### src/rtl/dsmdm_dma_pkg.sv
// dsmdm_dma_pkg
// Shared constants and types for the dsmdm DMA responder:
//   - register-bus data width
//   - dsmdm register map addresses used by the DMA
//   - FSM state encoding (also exported on the debug port)
package dsmdm_dma_pkg;

  localparam int DSMDM_DW = 32;

  localparam logic [31:0] DSMDM_ADDR_CTRL  = 32'h0;
  localparam logic [31:0] DSMDM_ADDR_DIN0  = 32'h3;
  localparam logic [31:0] DSMDM_ADDR_DOUT0 = 32'h5;

  typedef enum logic [2:0] {
    ST_IDLE      = 3'd0,
    ST_WR_DIN    = 3'd1,
    ST_ACK_DIN   = 3'd2,
    ST_WAIT_DIN  = 3'd3,
    ST_RD_DOUT   = 3'd4,
    ST_ACK_DOUT  = 3'd5,
    ST_WAIT_DOUT = 3'd6
  } dma_state_e;

endpackage

### src/rtl/dsmdm_dma_fifo.sv
// dsmdm_dma_fifo
// Synchronous FIFO, depth 2**AW, with first-word-visible head output.
// Ports:
//   i_clk, i_rst      clock, synchronous active-high reset
//   i_push, i_data    write request and data (ignored when full unless a pop
//                     happens in the same cycle)
//   i_pop             read request (ignored when empty)
//   o_head            current head word (valid when !o_empty)
//   o_full, o_empty   occupancy status
module dsmdm_dma_fifo
  import dsmdm_dma_pkg::*;
#(
  parameter int AW = 3,
  parameter int DW = DSMDM_DW
) (
  input  logic          i_clk,
  input  logic          i_rst,
  input  logic          i_push,
  input  logic [DW-1:0] i_data,
  input  logic          i_pop,
  output logic [DW-1:0] o_head,
  output logic          o_full,
  output logic          o_empty
);

  localparam int          DEPTH   = 2 ** AW;
  localparam logic [AW:0] PTR_ONE = {{AW{1'b0}}, 1'b1};

  logic [DW-1:0] r_mem [DEPTH];
  logic [AW:0]   r_wptr;
  logic [AW:0]   r_rptr;

  logic w_do_push;
  logic w_do_pop;

  // Pointers carry one extra bit: equal low bits with differing MSB means
  // the writer has lapped the reader exactly once.
  assign o_empty = (r_wptr == r_rptr);
  assign o_full  = (r_wptr[AW] != r_rptr[AW]) &&
                   (r_wptr[AW-1:0] == r_rptr[AW-1:0]);

  // A push into a full FIFO is accepted when the head leaves in the same
  // cycle, so the occupancy stays put.
  assign w_do_pop  = i_pop && !o_empty;
  assign w_do_push = i_push && (!o_full || w_do_pop);

  assign o_head = r_mem[r_rptr[AW-1:0]];

  always_ff @(posedge i_clk) begin
    if (w_do_push) begin
      r_mem[r_wptr[AW-1:0]] <= i_data;
    end
  end

  always_ff @(posedge i_clk) begin
    if (i_rst) begin
      r_wptr <= '0;
      r_rptr <= '0;
    end else begin
      if (w_do_push) r_wptr <= r_wptr + PTR_ONE;
      if (w_do_pop)  r_rptr <= r_rptr + PTR_ONE;
    end
  end

endmodule

### src/rtl/dsmdm_dma.sv
// dsmdm_dma
// DMA responder and register-bus initiator for the dsmdm sigma-delta modem.
// A din request writes the next TX sample into the DSM input register; a
// dout request reads the DSDM/CIC output register into the RX FIFO. Every
// request is closed by a one-cycle registered ack.
// Ports:
//   clk, rst                       clock, synchronous active-high reset
//   enable                         allows new transactions to start
//   clr_flags                      clears underrun / overrun
//   src_valid/src_ready/src_data   TX sample stream in
//   snk_valid/snk_ready/snk_data   RX sample stream out
//   din_dma_req, dout_dma_req      requests from dsmdm (asynchronous-ish)
//   din_dma_ack, dout_dma_ack      registered acknowledge pulses
//   we, sel, addr, wdata, rdata    dsmdm register bus
//   underrun, overrun              sticky error flags
//   dbg_state                      current FSM state (dma_state_e encoding)
//
// Stream handshakes: a word moves on a clock edge where valid and ready are
// both high; valid never depends on ready, and data is stable while valid.
module dsmdm_dma
  import dsmdm_dma_pkg::*;
#(
  parameter int          FIFO_AW   = 3,
  parameter logic [31:0] DIN_ADDR  = DSMDM_ADDR_DIN0,
  parameter logic [31:0] DOUT_ADDR = DSMDM_ADDR_DOUT0
) (
  input  logic        clk,
  input  logic        rst,
  input  logic        enable,
  input  logic        clr_flags,
  input  logic        src_valid,
  output logic        src_ready,
  input  logic [31:0] src_data,
  output logic        snk_valid,
  input  logic        snk_ready,
  output logic [31:0] snk_data,
  input  logic        din_dma_req,
  input  logic        dout_dma_req,
  output logic        din_dma_ack,
  output logic        dout_dma_ack,
  output logic        we,
  output logic        sel,
  output logic [31:0] addr,
  output logic [31:0] wdata,
  input  logic [31:0] rdata,
  output logic        underrun,
  output logic        overrun,
  output logic [2:0]  dbg_state
);

  // Request synchronisers
  logic r_din_s1, r_din_s2;
  logic r_dout_s1, r_dout_s2;

  dma_state_e r_state;
  dma_state_e w_state_nxt;

  logic [31:0] r_last;
  logic        r_din_ack;
  logic        r_dout_ack;
  logic        r_underrun;
  logic        r_overrun;

  // FIFO interconnect
  logic        w_tx_push, w_tx_pop, w_tx_full, w_tx_empty;
  logic [31:0] w_tx_head;
  logic        w_rx_push, w_rx_pop, w_rx_full, w_rx_empty;
  logic [31:0] w_rx_head;

  logic w_underrun_set;
  logic w_overrun_set;

  dsmdm_dma_fifo #(.AW(FIFO_AW), .DW(DSMDM_DW)) u_tx_fifo (
    .i_clk   (clk),
    .i_rst   (rst),
    .i_push  (w_tx_push),
    .i_data  (src_data),
    .i_pop   (w_tx_pop),
    .o_head  (w_tx_head),
    .o_full  (w_tx_full),
    .o_empty (w_tx_empty)
  );

  dsmdm_dma_fifo #(.AW(FIFO_AW), .DW(DSMDM_DW)) u_rx_fifo (
    .i_clk   (clk),
    .i_rst   (rst),
    .i_push  (w_rx_push),
    .i_data  (rdata),
    .i_pop   (w_rx_pop),
    .o_head  (w_rx_head),
    .o_full  (w_rx_full),
    .o_empty (w_rx_empty)
  );

  // Stream side
  assign src_ready = !w_tx_full;
  assign w_tx_push = src_valid && !w_tx_full;
  assign snk_valid = !w_rx_empty;
  assign snk_data  = w_rx_head;
  assign w_rx_pop  = !w_rx_empty && snk_ready;

  // Transaction side: the TX head leaves only when it is actually written;
  // the RX push is attempted every read and the FIFO drops it when full.
  assign w_tx_pop       = (r_state == ST_WR_DIN) && !w_tx_empty;
  assign w_underrun_set = (r_state == ST_WR_DIN) && w_tx_empty;
  assign w_rx_push      = (r_state == ST_RD_DOUT);
  assign w_overrun_set  = (r_state == ST_RD_DOUT) && w_rx_full && !w_rx_pop;

  // Next-state logic. din has priority; enable only gates the IDLE exit so
  // an ongoing transaction always runs through its WAIT state.
  always_comb begin
    w_state_nxt = r_state;
    case (r_state)
      ST_IDLE: begin
        if (enable && r_din_s2)       w_state_nxt = ST_WR_DIN;
        else if (enable && r_dout_s2) w_state_nxt = ST_RD_DOUT;
      end
      ST_WR_DIN:    w_state_nxt = ST_ACK_DIN;
      ST_ACK_DIN:   w_state_nxt = ST_WAIT_DIN;
      ST_WAIT_DIN:  if (!r_din_s2) w_state_nxt = ST_IDLE;
      ST_RD_DOUT:   w_state_nxt = ST_ACK_DOUT;
      ST_ACK_DOUT:  w_state_nxt = ST_WAIT_DOUT;
      ST_WAIT_DOUT: if (!r_dout_s2) w_state_nxt = ST_IDLE;
      default:      w_state_nxt = ST_IDLE;
    endcase
  end

  // Register bus: driven only in the single bus-cycle states. rdata is a
  // combinational decode inside dsmdm, so it is valid within RD_DOUT.
  always_comb begin
    we    = 1'b0;
    sel   = 1'b0;
    addr  = '0;
    wdata = '0;
    case (r_state)
      ST_WR_DIN: begin
        we    = 1'b1;
        sel   = 1'b1;
        addr  = DIN_ADDR;
        wdata = w_tx_empty ? r_last : w_tx_head;
      end
      ST_RD_DOUT: begin
        sel  = 1'b1;
        addr = DOUT_ADDR;
      end
      default: ;
    endcase
  end

  always_ff @(posedge clk) begin
    if (rst) begin
      r_din_s1   <= 1'b0;
      r_din_s2   <= 1'b0;
      r_dout_s1  <= 1'b0;
      r_dout_s2  <= 1'b0;
      r_state    <= ST_IDLE;
      r_last     <= '0;
      r_din_ack  <= 1'b0;
      r_dout_ack <= 1'b0;
      r_underrun <= 1'b0;
      r_overrun  <= 1'b0;
    end else begin
      r_din_s1  <= din_dma_req;
      r_din_s2  <= r_din_s1;
      r_dout_s1 <= dout_dma_req;
      r_dout_s2 <= r_dout_s1;
      r_state   <= w_state_nxt;

      if (w_tx_pop) r_last <= w_tx_head;

      // Dedicated ack flops keep the pulses free of state-decode glitches.
      r_din_ack  <= (r_state == ST_WR_DIN);
      r_dout_ack <= (r_state == ST_RD_DOUT);

      // Set dominates clear so no error event is lost.
      if (w_underrun_set)  r_underrun <= 1'b1;
      else if (clr_flags)  r_underrun <= 1'b0;
      if (w_overrun_set)   r_overrun  <= 1'b1;
      else if (clr_flags)  r_overrun  <= 1'b0;
    end
  end

  assign din_dma_ack  = r_din_ack;
  assign dout_dma_ack = r_dout_ack;
  assign underrun     = r_underrun;
  assign overrun      = r_overrun;
  assign dbg_state    = r_state;

endmodule

### config.mk
export PLATFORM = sky130hd
export DESIGN_NAME = dsmdm_dma
export DESIGN_NICKNAME = d
export VERILOG_FILES = /design/src/rtl/dsmdm_dma_pkg.sv /design/src/rtl/dsmdm_dma_fifo.sv /design/src/rtl/dsmdm_dma.sv
export SDC_FILE = /design/constraint.sdc
export NUM_CORES = 1
export LEC_CHECK = 0
export CORE_ASPECT_RATIO = 0.75
export CORE_MARGIN = 10
export CORE_UTILIZATION = 30
export DETAILED_ROUTE_END_ITERATION = 8
export DONT_BUFFER_PORTS = 1
export GPL_TIMING_DRIVEN = 0
export SLEW_MARGIN = 40
export SYNTH_ARGS = -nofsm -noshare
export SYNTH_HDL_FRONTEND = slang
export SYNTH_SLANG_ARGS = --single-unit
### constraint.sdc
create_clock -name clk -period 9.8 [get_ports clk]
set_clock_uncertainty 0.05 [all_clocks]
set_input_delay 0.49 -clock clk [delete_from_list [all_inputs] [get_ports clk]]
set_output_delay 0.49 -clock clk [all_outputs]
set_load 0.03 [all_outputs]
==> impl_metrics.tcl, run 1 <==
set metrics [dict create \
    drt_first_pass_iters 5 \
    crit_slowest_cell "o2bb2ai_1" \
    grt_overflow 0 \
    fin_util_pct 36.74 \
    die_w_um 335.8 \
    cp.required_ns 9.26 \
    grt_pass1_wl_um 75410 \
    cts_tree "built" \
    ys_seq_area_share_pct 74.33 \
    final_cell_mix "edfxtp_1, mux4_2, dlygate4sd3_1" \
    tns_ns 0 \
    ys_ff_latch 577 \
    drc_errors 0 \
    syn_area_um2 22440 \
    rows 86 \
    layout.nets 1324 \
    dpl.hpwl_um 34640 \
    antenna_found_initial 4 \
    n_fill_cell 6745 \
    layout-drive-gt1-share_pct 32.02 \
    critPathMaxStageDelay_ns 0.71 \
    start_kind "register" \
    die_area_um2 86240 \
    critPathCaptureType "output pin" \
    placed_cell_area_um2 24490 \
    initial_core_util_pct 30.40 \
    drt_wl_total_um 50450 \
    cpMostUsedCell "buf_2" \
    power.leakage_uw 0.008556 \
    post_cts_buffers 0 \
    power_density_nw_per_um2 228.3 \
    grt_pass1_vias 11270 \
    clockBufferDepth 3 \
    synth_cell_types 50 \
    cp_max_fo 10 \
    crit_type "register to output pin" \
    grtUsageTotal_pct 11.49 \
    cap_viol_max_count 0 \
    layout_commonest_cell "edfxtp_1" \
    die_h_um 256.8 \
    ant_nets 0 \
    hold_class "input pin to register" \
    cts_max_level 2 \
    grt_max_degree 19 \
    syn-instance-count 1060 \
    hold-path-endpoint "u_rx_fifo.r_rptr[0]" \
    routed_via_density 4.670 \
    routedWlPerCell_um 22.25 \
    async_flop_share_pct 0 \
    syn_avg_cell_area_um2 21.17 \
    finalHoldViolCount 0 \
    crit_family "compound AO/OA/AOI/OAI gates" \
    arrival_ns 3.27 \
    cts.sinks 577 \
    clk_pin_slew_ns 0.06 \
    period_share_pct 38.91 \
    status "finished clean" \
    final_design_area_no_fill_um2 27120 \
    place.gp.congestion 0.7073 \
    worstSkewPairLatency_ns 0.61 \
    reg2regPathDepth 7 \
    hold_start "snk_ready" \
    portBuffers 0 \
    critPathBufInv 3 \
    root_buffer "clkbuf_16" \
    synth_edf_count 512 \
    timing.slew.headroom_pct 42.81 \
    path_cells "nand2_1, inv_1, o41ai_2, buf_2, buf_2, o2bb2ai_1" \
    cp-startpoint "dbg_state[0]" \
    worst-r2r-setup-slack_ns 6.51 \
    syn_to_final_growth_pct 20.86 \
    max_slew.worst_pin.slew_ns 0.8590 \
    initialDrtViolationCount 729 \
    vias 10590 \
    io_pins 179 \
    crit-reg2reg-capture "u_tx_fifo.r_mem[0][16]" \
    vdd_ir_drop_max_mv 0.1541 \
    setup_viol 0 \
    synthFlopType "edfxtp_1" \
    slew_viol_final 0 \
    cts_buffers 56 \
    fin_crit_ns 3.813 \
    rsz0062_at_grt "false" \
    holdPathStages 3 \
    rr_startpoint "u_tx_fifo.r_wptr[0]" \
    core_area_um2 73820 \
    yosysWarningCount 0 \
    fmax_ghz 0.2622 \
]
-- layout make-up --
class	count	area [um2]	share of cell area, %
plain buffers	89	518.0	1.910
diodes	3	7.507	0.02768
multi-input cells	413	5492	20.25
inverters	9	33.78	0.1246
clock buffers	73	1568	5.781
well taps	968	1211	4.466
repair buffers	102	1224	4.513
flip-flops and latches	577	16680	61.50
clock inverters	33	387.9	1.430
-- routing by layer --
layer  wire [um]  GRT usage (%)  vias to the layer above  share of wire, %
met4         772          2.382                        4               1.5
met5          27              0                        -             0.054
met3        3399          3.738                       73               6.7
met2       24980          19.34                      231                50
li1            -              -                     4714                 -
met1       21270          14.28                     5566                42
-- kinds of logic after synthesis --
| kind of cell | Yosys count | share of synthesized area [%] |
|---|---|---|
| buffers and inverters | 98 | 2.442 |
| adder cells (fa/ha/maj) | 4 | 0.2231 |
| AO/OA/AOI/OAI | 90 | 4.283 |
| AND/OR/NAND/NOR | 77 | 1.896 |
| multiplexers | 201 | 16.31 |
| flip-flops | 577 | 74.33 |
| XOR/XNOR | 12 | 0.5019 |
| other | 1 | 0.01671 |
-- state kept, by name, summed over array words and instances, names as in the netlist, named ones only --
register,cells
u_rx_fifo.r_mem,256
u_tx_fifo.r_mem,256
r_last,32
u_rx_fifo.r_rptr,4
u_rx_fifo.r_wptr,4
u_tx_fifo.r_rptr,4
u_tx_fifo.r_wptr,4
dbg_state,3
din_dma_ack,1
dout_dma_ack,1
overrun,1
r_din_s1,1
r_din_s2,1
r_dout_s1,1
r_dout_s2,1
underrun,1
-- tightest hold or removal path, stage by stage --
cell and delay, ns:
o41ai_4 0.06, xor2_1 0.08, nor2_1 0.08
-- power breakdown --
part           switching (uW)  internal, uW  total (uW)
Combinational             669           403        1070
Clock                     920          1340        2260
Sequential               65.3          2800        2860
Total                    1650          4540        6190
-- repair_timing --
action / 4_1_cts / 5_1_grt
resized for setup: 0 / 0
endpoints found under the hold margin: 514 / 0
hold buffers: 66 / 0
-- worst max path at each step --
| stage | endpoint | depth (start not counted) |
|---|---|---|
| after floorplan | u_tx_fifo.r_mem[0][0] | 5 |
| after global placement | u_tx_fifo.r_mem[0][14] | 5 |
| after detailed placement | u_tx_fifo.r_mem[0][14] | 8 |
| after CTS | wdata[0] | 6 |
| after global routing | wdata[0] | 6 |
| final | wdata[0] | 6 |
-- Yosys cell counts (6+ instances only) --
master     number  area [um2]
a21oi_1         6       30.03
buf_1           9       33.78
buf_2          26       130.1
buf_4          33       247.7
clkbuf_1       17       63.81
dfxtp_1        65        1301
edfxtp_1      512       15370
inv_1           9       33.78
mux2_2         34       382.9
mux2i_1        36       360.4
mux4_2        128        2883
nand2_1         7       26.28
nor2_1         27       101.4
nor2b_1        10       62.56
o2bb2ai_1      34       297.8
o2bb2ai_2      30       450.4
xor2_1          9       78.83
-- metrics by stage --
stage	setup slack (ns)	std cells	total power (uW)	hold WS (ns)
floorplan	5.763	1088	3703	0.3638
global placement	3.080	2056	3911	0.3710
detailed placement	6.505	2092	3962	0.3849
CTS	5.888	2264	6279	0.06021
global route	5.774	2265	6448	0.09585
finish	5.987	2267	6192	0.1062
Note: power is estimated with default switching activity, not from simulation.
==> run 2, diff against run 1 <==
==> constraint.sdc (replaced) <==
create_clock -name clk -period 3.9 [get_ports clk]
set_clock_uncertainty 0.05 [all_clocks]
set_input_delay 0.195 -clock clk [delete_from_list [all_inputs] [get_ports clk]]
set_output_delay 0.195 -clock clk [all_outputs]
set_load 0.03 [all_outputs]
==> impl_metrics.tcl, run 2 (same netlist as run 1, synthesis figures left out) <==
set metrics [dict create \
    status "finished clean" \
    core_area_um2 73820 \
    period_share_pct 90.10 \
    cp.required_ns 3.65 \
    die_w_um 335.8 \
    path_depth 6 \
    vias 10780 \
    cp-startpoint "dbg_state[0]" \
    final_cell_mix "edfxtp_1, mux4_2, dlygate4sd3_1" \
    slew_viol_final 0 \
    arrival_ns 3.27 \
    worst-r2r-setup-slack_ns 0.87 \
    switchingPower_uw 4217 \
    critPathBufInv 3 \
    crit-reg2reg-capture "u_tx_fifo.r_mem[2][19]" \
    fmax_ghz 0.2846 \
    drt_wl_total_um 51250 \
    grt_pass1_vias 11240 \
    max_slew.worst_pin.slew_ns 0.8340 \
    die_area_um2 86240 \
    layout-drive-gt1-share_pct 32.72 \
    rr_startpoint "u_tx_fifo.r_wptr[2]" \
    cts_max_level 2 \
    hold_class "input pin to register" \
    p_int_uw 11560 \
    power.leakage_uw 0.008628 \
    place.gp.congestion 0.7050 \
    cts.sinks 577 \
    cp_max_fo 10 \
    grt_max_degree 26 \
    die_h_um 256.8 \
    cts_resized 0 \
    dpl.hpwl_um 34020 \
    setup_viol 0 \
    n_fill_cell 6752 \
    grt_overflow 0 \
    power_frac_clock_pct 37.2 \
    root_buffer "clkbuf_16" \
    routedWlPerCell_um 22.61 \
    timing.slew.headroom_pct 44.40 \
    routed_via_density 4.756 \
    cpMostUsedCell "buf_2" \
    fin_crit_ns 3.514 \
    syn_to_final_growth_pct 21.60 \
    crit_type "register to output pin" \
    ant_nets 0 \
    cts_tree "built" \
    io_pins 179 \
    cts_buffers 57 \
    layout.nets 1327 \
    reg2regPathDepth 7 \
    start_kind "register" \
    post_cts_buffers 0 \
    critPathCaptureType "output pin" \
    seq_area_um2 16680 \
    swShare_pct 26.72 \
    multi_input_area_um2 5523 \
    drt_first_pass_iters 6 \
    seq_power_share_pct 45.5 \
    initial_core_util_pct 30.40 \
    cts_hold_buf 71 \
    layout_commonest_cell "edfxtp_1" \
    clk_pin_slew_ns 0.07 \
    initialDrtViolationCount 810 \
    finalHoldViolCount 0 \
    holdPathStages 3 \
    rsz0062_at_grt "false" \
    drc_errors 0 \
    clockBufferDepth 3 \
    worstSkewPairLatency_ns 0.62 \
    path_cells "nand2_1, inv_1, o41ai_2, buf_2, buf_2, o2bb2ai_1" \
    power_density_nw_per_um2 578.4 \
    critPathMaxStageDelay_ns 0.69 \
    tns_ns 0 \
    grtUsageTotal_pct 11.70 \
    grt_pass1_wl_um 76020 \
    portBuffers 0 \
    cap_viol_max_count 0 \
    final_design_area_no_fill_um2 27280 \
    crit_slowest_cell "o2bb2ai_1" \
    crit_family "buffers and inverters" \
    worst_hold_slack_ns 0.07335 \
    p_comb_share_pct 17.2 \
    placed_cell_area_um2 24530 \
    vdd_ir_drop_max_mv 0.3997 \
    rows 86 \
    antenna_found_initial 5 \
    endpoint "wdata[15]" \
    antennaDiodeCount 0 \
]
run 2: layout make-up:
type / count / share of cell area (%)
buffer: 89 / 1.908
clock buffer: 67 / 5.554
clock inverter: 40 / 1.871
inverter: 9 / 0.1238
multi-input combinational: 413 / 20.24
sequential: 577 / 61.12
tap: 968 / 4.439
timing repair buffer: 104 / 4.737
run 2: worst min path at each step:
stage                       startpoint                     end  slack [ns]
after CTS                          rst     u_tx_fifo.r_wptr[3]        0.03
after global placement    src_data[16]  u_tx_fifo.r_mem[2][16]        0.24
after global routing         src_valid     u_tx_fifo.r_wptr[0]        0.06
after floorplan               rdata[0]   u_rx_fifo.r_mem[0][0]        0.24
final                              rst     u_tx_fifo.r_wptr[3]        0.07
after detailed placement  src_data[22]  u_tx_fifo.r_mem[2][22]        0.24
run 2: power groups by stage:
stage	Combinational (uW)	Sequential (uW)	Clock [uW]
6_report	2720	7190	5880
4_1_cts	2790	7190	6030
3_3_place_gp	2540	7320	0
5_1_grt	2920	7210	6280
3_5_place_dp	2660	7320	0
2_1_floorplan	2020	7290	0
run 2: metrics by stage:
step                cells  setup slack, ns  util, %  power [uW]
finish               2267           0.3861    36.96       15780
CTS                  2267           0.2414    36.94       16000
detailed placement   2089           0.8825    33.23        9979
floorplan            1088           0.4355        -        9304
global route         2267           0.1517    36.96       16420
global placement     2056           -1.669    32.19        9860
run 2: worst reg2reg max path, stage by stage (launching register included):
cell,delay (ns)
dfxtp_1,0.30
buf_2,0.22
xor2_1,0.36
or4_1,0.43
nand3_1,0.44
nor2_4,0.47
buf_8,0.25
buf_16,0.18
run 2: routing by layer:
layer	track usage [%]	wire length, um	share of wire (%)
met5	0	55	0.11
met4	2.603	732	1.4
met3	4.039	3965	7.7
met2	19.80	25770	50
met1	14.24	20720	40
==> run 3, diff against run 2 <==
--- a/config.mk
+++ b/config.mk
@@ -14,4 +14,5 @@
 export SLEW_MARGIN = 40
 export SYNTH_ARGS = -nofsm -noshare
 export SYNTH_HDL_FRONTEND = slang
+export SYNTH_HIERARCHICAL = 1
 export SYNTH_SLANG_ARGS = --single-unit
==> impl_metrics.tcl, run 3 <==
set metrics [dict create \
    cts.sinks 577 \
    crit_type "register to register" \
    drt_wl_total_um 52200 \
    synthFlopType "edfxtp_1" \
    routed_via_density 4.686 \
    tns_ns 0 \
    synth.most_common_cell "edfxtp_1" \
    root_buffer "clkbuf_16" \
    initialDrtViolationCount 918 \
    layout.nets 1480 \
    layout-drive-gt1-share_pct 30.90 \
    vias 11390 \
    grt_overflow 0 \
    timing.slew.headroom_pct 41.44 \
    power.leakage_uw 0.008846 \
    fin_ws_ns 0.2777 \
    start_kind "register" \
    synth_area_leader_cell "edfxtp_1" \
    cts_tree "built" \
    syn-instance-count 1175 \
    fin_crit_ns 3.622 \
    setup_viol 0 \
    crit-reg2reg-capture "u_tx_fifo/r_mem[2][17]" \
    cap_viol_max_count 0 \
    synth_commonest_cells "edfxtp_1, mux4_2, nand2_1" \
    core_area_um2 75110 \
    cts_buffers 57 \
    cp_max_fo 13 \
    max_slew.worst_pin.slew_ns 0.8751 \
    async_flop_share_pct 0 \
    ant_nets 0 \
    grt_pass1_wl_um 77200 \
    syn_avg_cell_area_um2 19.33 \
    synth_top_area_share_pct 67.68 \
    ys_ff_latch 577 \
    dpl.hpwl_um 36350 \
    dp_slack_ns -0.08007 \
    initial_core_util_pct 30.25 \
    placed_cell_area_um2 24860 \
    status "finished clean" \
    worst-r2r-setup-slack_ns 0.28 \
    die_h_um 258.3 \
    worstSkewPairLatency_ns 0.64 \
    arrival_ns 3.91 \
    final_cell_mix "edfxtp_1, mux4_2, nand2_1, dlygate4sd3_1, mux2_2" \
    layout_commonest_cell "edfxtp_1" \
    slew_viol_final 0 \
    antenna_found_initial 5 \
    syn_to_final_growth_pct 20.94 \
    portBuffers 0 \
    rsz0062_at_grt "false" \
    hold_class "input pin to register" \
    period_share_pct 92.88 \
    rr_startpoint "u_tx_fifo/r_wptr[2]" \
    syn_area_um2 22720 \
    synth_cell_types 40 \
    cp-startpoint "u_tx_fifo/r_wptr[2]" \
    grt_pass1_vias 11720 \
    drt_first_pass_iters 7 \
    synth_edf_count 512 \
    routedWlPerCell_um 21.48 \
    rows 87 \
    place.gp.congestion 0.7307 \
    cts_max_level 2 \
    die_w_um 337.8 \
    grt_max_degree 18 \
    worst_hold_slack_ns 0.09027 \
    netlist_top_cells_area "edfxtp_1, mux4_2, dfxtp_1" \
    drc_errors 0 \
    final_design_area_no_fill_um2 27480 \
    reg2regPathDepth 15 \
    critPathCaptureType "register" \
    yosysWarningCount 6 \
    clk_pin_slew_ns 0.06 \
    cp.required_ns 4.19 \
    vdd_ir_drop_max_mv 0.3510 \
    fmax_ghz 0.2761 \
    holdPathStages 3 \
    die_area_um2 87250 \
    endpoint "u_tx_fifo/r_mem[2][17]" \
    io_pins 179 \
    finalHoldViolCount 0 \
    clockBufferDepth 3 \
    grtUsageTotal_pct 11.74 \
    power_density_nw_per_um2 471.0 \
    ys_seq_area_share_pct 73.40 \
]
## run 3: layout make-up
class	count	area, um2
diodes	1	2.502
flip-flops and latches	577	16680
repair buffers	142	1401
plain buffers	95	654.4
multi-input cells	516	5585
clock buffers	74	1530
inverters	15	61.31
fillers	6843	47630
clock inverters	31	337.8
well taps	979	1225
## run 3: worst max-delay path, cell delays in order (launching register included)
cell and delay (ns):
dfxtp_1 0.31, buf_2 0.26, xnor2_1 0.15, nand3_1 0.09, nor2_1 0.05, buf_6 0.15, or4b_1 0.45, buf_2 0.19
clkinv_4 0.09, buf_6 0.19, o21ai_2 0.15, nor3_2 0.35, buf_4 0.25, buf_4 0.19, buf_4 0.19, buf_2 0.22
## run 3: logic make-up after synthesis
group           after synthesis  share of synthesized area, %
xor+xnor                     12                        0.4626
buf+inv                     110                         3.145
compound gates               62                         1.614
fa+ha+maj                     4                        0.2203
flops                       577                         73.40
mux                         232                         17.65
simple gates                177                         3.492
other cells                   1                       0.01651
## run 3: report_power, final
part | total (uW) | switching, uW | internal, uW
registers | 6850 | 31.8 | 6810
clock network | 5430 | 2320 | 3110
logic | 664 | 407 | 257
total | 12900 | 2760 | 10200
## run 3: worst min path at each step
stage            startpoint                     end  slack [ns]
2_1_floorplan      rdata[0]   u_rx_fifo/r_mem[0][0]        0.24
3_3_place_gp       rdata[6]   u_rx_fifo/r_mem[1][6]        0.24
3_5_place_dp   src_data[10]  u_tx_fifo/r_mem[4][10]        0.24
4_1_cts           src_valid     u_tx_fifo/r_wptr[1]        0.02
5_1_grt           src_valid     u_tx_fifo/r_wptr[1]        0.06
6_report          src_valid     u_tx_fifo/r_wptr[1]        0.09
## run 3: stage by stage
step                      power (uW)  utilization [%]  std cells
after detailed placement        7524            33.10       2251
final                          12940            36.58       2430
after global routing           13420            36.58       2430
after CTS                      13110            36.53       2427
after global placement          7489            32.05       2182
after floorplan                 7364                -       1203
## run 3: repair_timing
action / 4_1_cts / 5_1_grt
resized for setup: 0 / 6
setup endpoints to repair: 8 / 14
hold buffers: 70 / 0
setup buffers: 1 / 2
pin swaps: 2 / 1
hold endpoints to repair: 540 / 0
## run 3: layer usage
metal | GRT usage [%] | vias to the layer above | share of wire (%)
met5 | 0 | - | 0.067
met2 | 18.56 | 277 | 47
li1 | - | 5064 | -
met1 | 16.28 | 5968 | 45
met3 | 2.558 | 71 | 5.5
met4 | 3.031 | 6 | 1.8
